### config.mk
export PLATFORM = sky130hd
export DESIGN_NAME = cla_addsub_pipe
export DESIGN_NICKNAME = d
export VERILOG_FILES = /design/src/rtl/cla_addsub_pipe.sv
export SDC_FILE = /design/constraint.sdc
export NUM_CORES = 1
export LEC_CHECK = 0
export CORE_AREA = 2 2 79 81
export CTS_BUF_LIST = sky130_fd_sc_hd__clkbuf_8
export CTS_CLUSTER_DIAMETER = 40
export DETAILED_ROUTE_END_ITERATION = 10
export DIE_AREA = 0 0 81 83
export PLACE_DENSITY = 0.89
export SLEW_MARGIN = 20
export SYNTH_ARGS = -nofsm -noshare
export SYNTH_HDL_FRONTEND = slang
export SYNTH_SLANG_ARGS = --single-unit
export TNS_END_PERCENT = 30
### constraint.sdc
create_clock -name clk -period 2.7 [get_ports clk]
set_clock_uncertainty 0.05 [all_clocks]
set_input_delay 0.81 -clock clk [delete_from_list [all_inputs] [get_ports clk]]
set_output_delay 0.81 -clock clk [all_outputs]
set_load 0.05 [all_outputs]
### src/rtl/cla_addsub_pipe.sv
// Two-stage carry-lookahead adder/subtractor with valid/ready handshake.
// Define CLA_ADDSUB_SATURATE_EN to clamp signed overflow instead of wrapping.
module cla_addsub_pipe #(
  parameter int WIDTH = 16,
  parameter int GROUP = 4
) (
  input  logic             clk,
  input  logic             rst_n,
  input  logic             in_valid,
  output logic             in_ready,
  input  logic [WIDTH-1:0] a,
  input  logic [WIDTH-1:0] b,
  input  logic [1:0]       op,
  input  logic             cin,
  output logic             out_valid,
  input  logic             out_ready,
  output logic [WIDTH-1:0] sum,
  output logic [3:0]       flags
);

  localparam int NG = WIDTH / GROUP;

  typedef struct packed {
    logic [WIDTH-1:0] p;
    logic [WIDTH-1:0] g;
    logic [NG-1:0]    gp;
    logic [NG-1:0]    gg;
    logic [NG-1:0]    gc;
  } s1_t;

  s1_t              s1_d;
  s1_t              s1_q;
  logic             s1_valid;
  logic             s2_valid;
  logic             s2_en;
  logic [WIDTH-1:0] sum_d;
  logic [3:0]       flags_d;

  assign s2_en     = !s2_valid || out_ready;
  assign in_ready  = !s1_valid || !s2_valid || out_ready;
  assign out_valid = s2_valid;

  always_comb begin : s1_comb
    logic [WIDTH-1:0] bb;
    logic             c;
    logic             pk;
    logic             gk;
    s1_d = '0;
    bb   = op[0] ? ~b : b;
    c    = op[1] ? cin : op[0];
    s1_d.p = a ^ bb;
    s1_d.g = a & bb;
    for (int k = 0; k < NG; k++) begin
      pk = 1'b1;
      gk = 1'b0;
      for (int i = 0; i < GROUP; i++) begin
        gk = s1_d.g[k*GROUP+i] | (s1_d.p[k*GROUP+i] & gk);
        pk = pk & s1_d.p[k*GROUP+i];
      end
      s1_d.gc[k] = c;
      s1_d.gp[k] = pk;
      s1_d.gg[k] = gk;
      c = gk | (pk & c);
    end
  end

  // Group carry-ins are re-derived from the registered P/G so that
  // the group-level lookahead and the carry out share one path.
  always_comb begin : s2_comb
    logic [NG:0]      gci;
    logic [WIDTH-1:0] s;
    logic             c;
    logic             cm;
    logic             v;
    int               j;
    s   = '0;
    cm  = 1'b0;
    gci = '0;
    gci[0] = s1_q.gc[0];
    for (int k = 0; k < NG; k++) begin
      gci[k+1] = s1_q.gg[k] | (s1_q.gp[k] & s1_q.gc[k]);
    end
    for (int k = 0; k < NG; k++) begin
      c = gci[k];
      for (int i = 0; i < GROUP; i++) begin
        j    = k * GROUP + i;
        s[j] = s1_q.p[j] ^ c;
        if (j == WIDTH - 1) cm = c;
        c = s1_q.g[j] | (s1_q.p[j] & c);
      end
    end
    v = cm ^ gci[NG];
`ifdef CLA_ADDSUB_SATURATE_EN
    if (v) begin
      s = s[WIDTH-1] ? {1'b0, {(WIDTH-1){1'b1}}}
                     : {1'b1, {(WIDTH-1){1'b0}}};
    end
`else
`endif
    sum_d   = s;
    flags_d = {s[WIDTH-1], s == '0, v, gci[NG]};
  end

  always_ff @(posedge clk or negedge rst_n) begin
    if (!rst_n) begin
      s1_valid <= 1'b0;
      s1_q     <= '0;
    end else if (in_ready) begin
      s1_valid <= in_valid;
      if (in_valid) s1_q <= s1_d;
    end
  end

  always_ff @(posedge clk or negedge rst_n) begin
    if (!rst_n) begin
      s2_valid <= 1'b0;
      sum      <= '0;
      flags    <= '0;
    end else if (s2_en) begin
      s2_valid <= s1_valid;
      if (s1_valid) begin
        sum   <= sum_d;
        flags <= flags_d;
      end
    end
  end

endmodule

# Word-level counts from Yosys, hierarchy flattened
# Cells that the tools add are included.
[op_classes]
n_mux = 2
n_bitwise = 94
n_reduce_logical = 8
[ops]
columns = ["operator", "count"]
rows = [
  ["$and 1x1->1", 43],
  ["$or 1x1->1", 31],
  ["$xor 1x1->1", 17],
  ["$and 16x16->16", 1],
  ["$logic_not 16->1", 1],
  ["$mux 16", 1],
  ["$not 16->16", 1],
  ["$xor 16x16->16", 1],
  ["$reduce_and 2->1", 2],
  ["$logic_or 1x1->1", 3],
  ["$logic_not 1->1", 2],
  ["$mux 1", 1],
]
[word_totals]
reg_bits = 65
in_bits = 39
out_inout_bits = 22
wordCells = 113

# Logic depth before layout (Yosys ltp)
# Gate-level depths: netlist (run 1).
[logic_depth]
ltp_word = 14
mapped_depth = 10
mapped_depth_nobuf = 10

# Worst setup path after synthesis (run 1)
# No wires, ideal clock.
[synth_timing]
kind = "input port to flip-flop"
startpoint = "input port op[0]"
endpoint = "register s1_q[3] in the netlist's numbering"
setup_time_ps = 132
t_arrival_ps = 2247
required_ps = 2518
slack_ps = 271
stages = 8
n_path_buf = 2
cell_sequence = "buf_2 -> buf_2 -> xor2_1 -> ha_1 -> a21oi_1 -> o221ai_1 -> a21oi_1 -> o22ai_1"
[synth_lines]
columns = ["element", "line", "source"]
rows = [
  ["start, declared", "13", "input logic [1:0] op,"],
  ["end signal, assigned", "107", "s1_q <= '0;"],
  ["end signal, assigned", "110", "if (in_valid) s1_q <= s1_d;"],
  ["end, declared", "32", "s1_t s1_q;"],
]

# Worst setup path in the final report (run 1)
[layout_timing]
startpoint = "register s1_q[1] in the netlist's numbering"
endpoint = "register flags[2]"
[layout_between]
word_cells_on_any_way = 13
cone_classes = "12 x bitwise; 1 x reduce/logical"
[layout_lines]
columns = ["element", "line", "source"]
rows = [
  ["$and 1x1->1", "81", "gci[k+1] = s1_q.gg[k] | (s1_q.gp[k] & s1_q.gc[k]);"],
  ["$or 1x1->1", "81", ""],
  ["$and 1x1->1", "89", "c = s1_q.g[j] | (s1_q.p[j] & c);"],
  ["$or 1x1->1", "89", ""],
  ["$and 1x1->1", "89", ""],
  ["$or 1x1->1", "89", ""],
  ["$xor 1x1->1", "87", "s[j] = s1_q.p[j] ^ c;"],
  ["named net s2_comb.s[10]", "71", "logic [WIDTH-1:0] s;"],
  ["$logic_not 16->1", "101", "flags_d = {s[WIDTH-1], s == '0, v, gci[NG]};"],
  ["end signal, assigned", "123", "flags <= flags_d;"],
  ["end, declared", "18", "output logic [3:0] flags"],
]
# The timed path passes the listed nets, and every way through them passes these cells.
# A chain may end at the register's enable or synchronous reset.

==> impl_metrics.env, run 1 <==
export IMPL_status="finished clean"
export IMPL_crit_end="flags[2]"
export IMPL_critPathLaunchType="flip-flop"
export IMPL_postSynthCellCount=255
export IMPL_cap_viol_max_count=0
export IMPL_slowest_delay_ns=0.40
export IMPL_synth_cell_type_count=30
export IMPL_numClockSinks=61
export IMPL_critPathMostFrequentCell="ha_1"
export IMPL_max_vdd_ir_drop_mv=0.614
export IMPL_pwr_share_clk=0.188
export IMPL_layout_drive_gt1_share=0.243
export IMPL_hpwlAfterDp_um=5030
export IMPL_drt_iter0_drc=116
export IMPL_cts_clk_slew_worst_paths_ns=0.07
export IMPL_die_y_um=83
export IMPL_critPathRequiredTime_ns=2.89
export IMPL_swShare=0.395
export IMPL_grt_pass1_wl_um=11000
export IMPL_numCtsBuffers=9
export IMPL_worstMarginPinSlew_ns=0.538
export IMPL_yosysTopAreaCell="dfrtp_1"
export IMPL_port_buffers=60
export IMPL_rsz0062_at_grt="false"
export IMPL_cts_tree="yes"
export IMPL_final_nets=396
export IMPL_startpoint="s1_q[1]"
export IMPL_hold_violations=0
export IMPL_track_usage=0.218
export IMPL_synth_area_per_cell_um2=12.2
export IMPL_net_switching_power_w=0.00143
export IMPL_slew_violations=0
export IMPL_clock_latency_ns=0.34
export IMPL_crit_chain="a21o_1, ha_1, or2_2, ha_1, or2_2, ha_1, nor4_1, nand3_1, o31ai_1"
export IMPL_drc=0
export IMPL_worstSetupPathType="reg2reg"
export IMPL_layout_area_seq_um2=1530
export IMPL_reg2regPathDepth=9
export IMPL_pre_cts_ws_ns=-0.134
export IMPL_synthTopCellsByArea="dfrtp_1 (49%), ha_1 (11%), mux2_2 (9.8%)"
export IMPL_ys_seq_elements=61
export IMPL_fin_hold_ws_ns=0.353
export IMPL_setup_slack_ns=0.161
export IMPL_r2r_start="s1_q[1]"
export IMPL_multi_input_area_um2=1570
export IMPL_yosysMostFrequentCell="dfrtp_1"
export IMPL_clockBufferDepth=2
export IMPL_yosysTopAreaCellShare=0.490
export IMPL_power_density_nw_per_um2=888
export IMPL_first_pass_iters=4
export IMPL_start_util=0.536
export IMPL_yosys_warnings=0
export IMPL_syn_to_final_growth_pct=30.3
export IMPL_antenna_found_initial=0
export IMPL_crit_path_end_kind="flip-flop"
export IMPL_synth_fp_nets=322
export IMPL_reg2reg_setup_slack_ns=0.16
export IMPL_die_area_um2=6720
export IMPL_diodes=0
export IMPL_cts_root_buffer="clkbuf_8"
export IMPL_seq_area_frac_synth=0.490
export IMPL_vias_per_cell=5.43
export IMPL_period_share=0.940
export IMPL_num_io_pins=61
export IMPL_vias=2217
export IMPL_synthArstFlopShare=1.00
export IMPL_gp_congestion=0.824
export IMPL_grt_overflow=0
export IMPL_fp_coreArea_um2=5820
export IMPL_power_leakage_nw=1.91
export IMPL_critPathMaxFanout=2
export IMPL_pwr_share_comb=0.450
export IMPL_htreeDepth=3
export IMPL_first_global_vias=2375
export IMPL_syn_area_um2=3120
export IMPL_finalSetupViolations=0
export IMPL_synth_edff_count=0
export IMPL_rr_endpoint="flags[2]"
export IMPL_die_w_um=81
export IMPL_drt_wl_total_um=6730
export IMPL_wl_per_cell_um=16.5
export IMPL_n_fill_cell=438
export IMPL_synth_common_cells="dfrtp_1 (61), nand2_1 (33), ha_1 (28)"
export IMPL_relSlewSlack=0.640
export IMPL_clock_fmax_ghz=0.394
export IMPL_min_period_ns=2.54
export IMPL_hold_class="in2async"
export IMPL_power_internal_w=0.00218
export IMPL_pwr_share_seq=0.363
export IMPL_row_count=28
export IMPL_slowest_stage="dfrtp_1"
export IMPL_synth_flop_cell="dfrtp_1"
export IMPL_ant_nets=0
export IMPL_crit_arrival_ns=2.73
export IMPL_grt_max_degree=27
-- worst min path at each step --
| stage | from | endpoint | slack (ns) | depth (start not counted) |
|---|---|---|---|---|
| 2_1_floorplan | s1_q[10] | s1_q[10] | 0.40 | 2 |
| 3_3_place_gp | s1_q[4] | s1_q[4] | 0.41 | 2 |
| 3_5_place_dp | s1_q[4] | s1_q[4] | 0.42 | 2 |
| 4_1_cts | rst_n | s1_q[34] | 0.36 | 1 |
| 5_1_grt | rst_n | s1_q[34] | 0.38 | 1 |
| 6_report | rst_n | s1_q[34] | 0.35 | 1 |
-- worst max-delay path: cells and delay by family, from the launching register on --
family                     cells  cell delay (ns)
DFF                            1             0.40
and+or+nand+nor                4             0.92
adders and majority gates      3             0.66
AOI/OAI and AO/OA              2             0.42
-- through the flow --
step | util | instances | setup TNS, ns | power (W) | area, µm²
after floorplan | - | 255 | 0 | 0.00230 | 3120
after global placement | 0.661 | 391 | -0.0864 | 0.00281 | 3840
after detailed placement | 0.661 | 391 | -0.250 | 0.00287 | 3840
after CTS | 0.688 | 406 | 0 | 0.00355 | 4000
after global routing | 0.699 | 408 | 0 | 0.00379 | 4060
final | 0.699 | 408 | 0 | 0.00361 | 4060
-- layout by cell type, fill, tap and decap left out, types with 10 or more instances in the layout --
cell type and count:
xor2_1 19, mux2_2 27, nand2_1 33, o21ai_0 14, mux2_4 12, buf_4 12
clkbuf_8 10, clkdlybuf4s50_1 58, ha_1 27, dfrtp_1 61
-- logic make-up after synthesis --
kind of cell,count (synthesis),share of synthesized area
AOI/OAI and AO/OA,30,0.0554
xor gates and xnor gates,21,0.0590
adders and majority gates,28,0.112
buffers and inverters,10,0.0221
DFF,61,0.490
muxes,40,0.159
and+or+nand+nor,65,0.103
-- layer usage --
metal  vias up  share of wire  track usage
li1       1039              -            -
met3        18          0.050       0.0337
met5         -              0            0
met4         0          0.037        0.131
met1      1084           0.40        0.263
met2        76           0.51        0.361
-- what timing repair did --
item / 4_1_cts / 5_1_grt
buffers inserted: 0 / 2
setup endpoints to repair: 0 / 1
gates resized for setup: 0 / 7
hold buffers: 0 / 0
-- sequential cells by signal, indices dropped and copies added (netlist names) --
signal     cells
s1_q          40
flags          4
out_valid      1
sum           15
s1_valid       1
-- power by group through the flow --
stage	combinational [W]	sequential, W	clock [W]
detailed placement	0.00155	0.00132	0
floorplan	0.000557	0.00175	0
global placement	0.00150	0.00130	0
global route	0.00172	0.00134	0.000732
finish	0.00162	0.00131	0.000677
CTS	0.00156	0.00130	0.000685
-- final cells by class --
| type | instances | share of cell area |
|---|---|---|
| multi-input combinational | 184 | 0.386 |
| sequential | 61 | 0.376 |
| timing repair buffer | 73 | 0.176 |
| clock buffer | 10 | 0.0339 |
| tap | 75 | 0.0231 |
| clock inverter | 5 | 0.00524 |
Power figures use the tool's default switching activity.
==> inputs of run 2 (changes only) <==
Settings changed: CORE_AREA 2 2 79 81 to 2 2 77 79, DIE_AREA 0 0 81 83 to 0 0 79 81, PLACE_DENSITY 0.89 to 0.93.
Clock period 2.7 ns to 3.2 ns, I/O delays scaled along.
==> impl_metrics.env, run 2 (same netlist as run 1, synthesis figures left out) <==
export IMPL_hpwlAfterDp_um=4760
export IMPL_relSlewSlack=0.553
export IMPL_ant_nets=0
export IMPL_final_area_um2=4000
export IMPL_place_area_um2=3800
export IMPL_critPathRequiredTime_ns=3.37
export IMPL_crit_arrival_ns=2.97
export IMPL_reg2reg_setup_slack_ns=0.55
export IMPL_pwr_share_comb=0.422
export IMPL_hold_end="sum[7]"
export IMPL_crit_path_end_kind="flip-flop"
export IMPL_net_switching_power_w=0.00117
export IMPL_syn_to_final_growth_pct=28.3
export IMPL_finalSetupViolations=0
export IMPL_layout_drive_gt1_share=0.217
export IMPL_hold_violations=0
export IMPL_period_share=0.877
export IMPL_layout_common_cells="dfrtp_1 (61), clkdlybuf4s50_1 (58), nand2_1 (33)"
export IMPL_fp_coreArea_um2=5680
export IMPL_clock_latency_ns=0.33
export IMPL_n_fill_cell=404
export IMPL_power_internal_w=0.00188
export IMPL_status="finished clean"
export IMPL_rsz0062_at_grt="false"
export IMPL_clockBufferDepth=2
export IMPL_setup_slack_ns=0.395
export IMPL_final_core_util=0.704
export IMPL_grt_max_degree=35
export IMPL_final_nets=389
export IMPL_slew_violations=0
export IMPL_die_y_um=81
export IMPL_gp_congestion=0.891
export IMPL_htreeDepth=3
export IMPL_vias_per_cell=5.39
export IMPL_critPathMaxFanout=9
export IMPL_layout_commonest_cell="dfrtp_1"
export IMPL_diodes=0
export IMPL_min_period_ns=2.81
export IMPL_r2r_start="s1_q[10]"
export IMPL_vias=2167
export IMPL_drt_wl_total_um=6290
export IMPL_top_regs="s1_q (40), sum (15), flags (4)"
export IMPL_pwr_share_clk=0.218
export IMPL_setup_tns_ns=0
export IMPL_worstSetupPathType="in2reg"
export IMPL_drc=0
export IMPL_power_density_nw_per_um2=763
export IMPL_first_global_vias=2332
export IMPL_port_buffers=60
export IMPL_hold_depth=2
export IMPL_grt_pass1_wl_um=10900
export IMPL_max_vdd_ir_drop_mv=0.455
export IMPL_reg2regPathDepth=9
export IMPL_drt_iter0_drc=100
export IMPL_cts_root_buffer="clkbuf_8"
export IMPL_power_leakage_nw=1.88
export IMPL_pre_cts_ws_ns=0.0148
export IMPL_fin_hold_ws_ns=0.428
export IMPL_regMostFlops="s1_q"
export IMPL_die_area_um2=6400
export IMPL_track_usage=0.227
export IMPL_cts_clk_slew_worst_paths_ns=0.07
export IMPL_worstMarginPinSlew_ns=0.670
export IMPL_wl_per_cell_um=15.7
export IMPL_pwr_share_seq=0.360
export IMPL_antenna_found_initial=0
export IMPL_die_w_um=79
export IMPL_start_util=0.549
export IMPL_cap_viol_max_count=0
export IMPL_numClockSinks=61
export IMPL_clock_fmax_ghz=0.356
export IMPL_critPathLaunchType="primary input"
export IMPL_min_delay_start="sum[7]"
export IMPL_ctsResizeCount=0
export IMPL_cts_tree="yes"
export IMPL_largest_register_ff_count=40
export IMPL_grt_overflow=0
export IMPL_rr_endpoint="flags[2]"
export IMPL_cts_setup_buffers=0
export IMPL_numCtsBuffers=9
export IMPL_row_count=28
export IMPL_swShare=0.382
export IMPL_hold_class="reg2reg"
export IMPL_num_io_pins=61
export IMPL_cts_hold_buffers=0
export IMPL_first_pass_iters=4
-- run 2: layout make-up --
class                      instances  area, µm²  area share
sequential                        61       1530       0.382
multi-input combinational        184       1520       0.381
timing repair buffer              66        663       0.166
clock buffer                      10        138      0.0344
tap                               75       93.8      0.0235
clock inverter                     6       55.1      0.0138
-- run 2: metal layers --
metal,track usage,wire length (µm),vias up
met5,0,0,-
met4,0.0983,93,0
met3,0.0444,269,6
met2,0.390,3170,60
met1,0.281,2760,1068
li1,-,-,1033
-- run 2: how the worst max path moves through the flow --
stage / start / endpoint / slack (ns) / cells past startpoint
after floorplan: op[0] / s1_q[3] / 0.62 / 8
after global placement: op[0] / s1_q[3] / 0.20 / 8
after detailed placement: op[0] / s1_q[3] / 0.01 / 8
after CTS: op[0] / s1_q[3] / 0.39 / 8
after global routing: op[0] / s1_q[3] / 0.26 / 8
final: op[0] / s1_q[3] / 0.39 / 8
-- run 2: worst max-delay path, stage by stage --
cell and delay [ns]:
clkdlybuf4s50_1 0.65, buf_4 0.27, xor2_1 0.16, ha_1 0.27
a211oi_1 0.25, nor2_1 0.08, nor3_1 0.22, o22ai_1 0.10
-- run 2: power by group through the flow --
stage               clock, W  combinational (W)  sequential [W]
detailed placement         0            0.00128         0.00111
global placement           0            0.00125         0.00110
CTS                 0.000678            0.00129         0.00110
global route        0.000715            0.00138         0.00112
floorplan                  0           0.000470         0.00147
finish              0.000664            0.00129         0.00110
-- run 2: metrics by stage --
stage | cells | total power [W]
6_report | 402 | 0.00305
3_3_place_gp | 386 | 0.00235
4_1_cts | 402 | 0.00307
5_1_grt | 402 | 0.00321
3_5_place_dp | 386 | 0.00239
2_1_floorplan | 255 | 0.00194
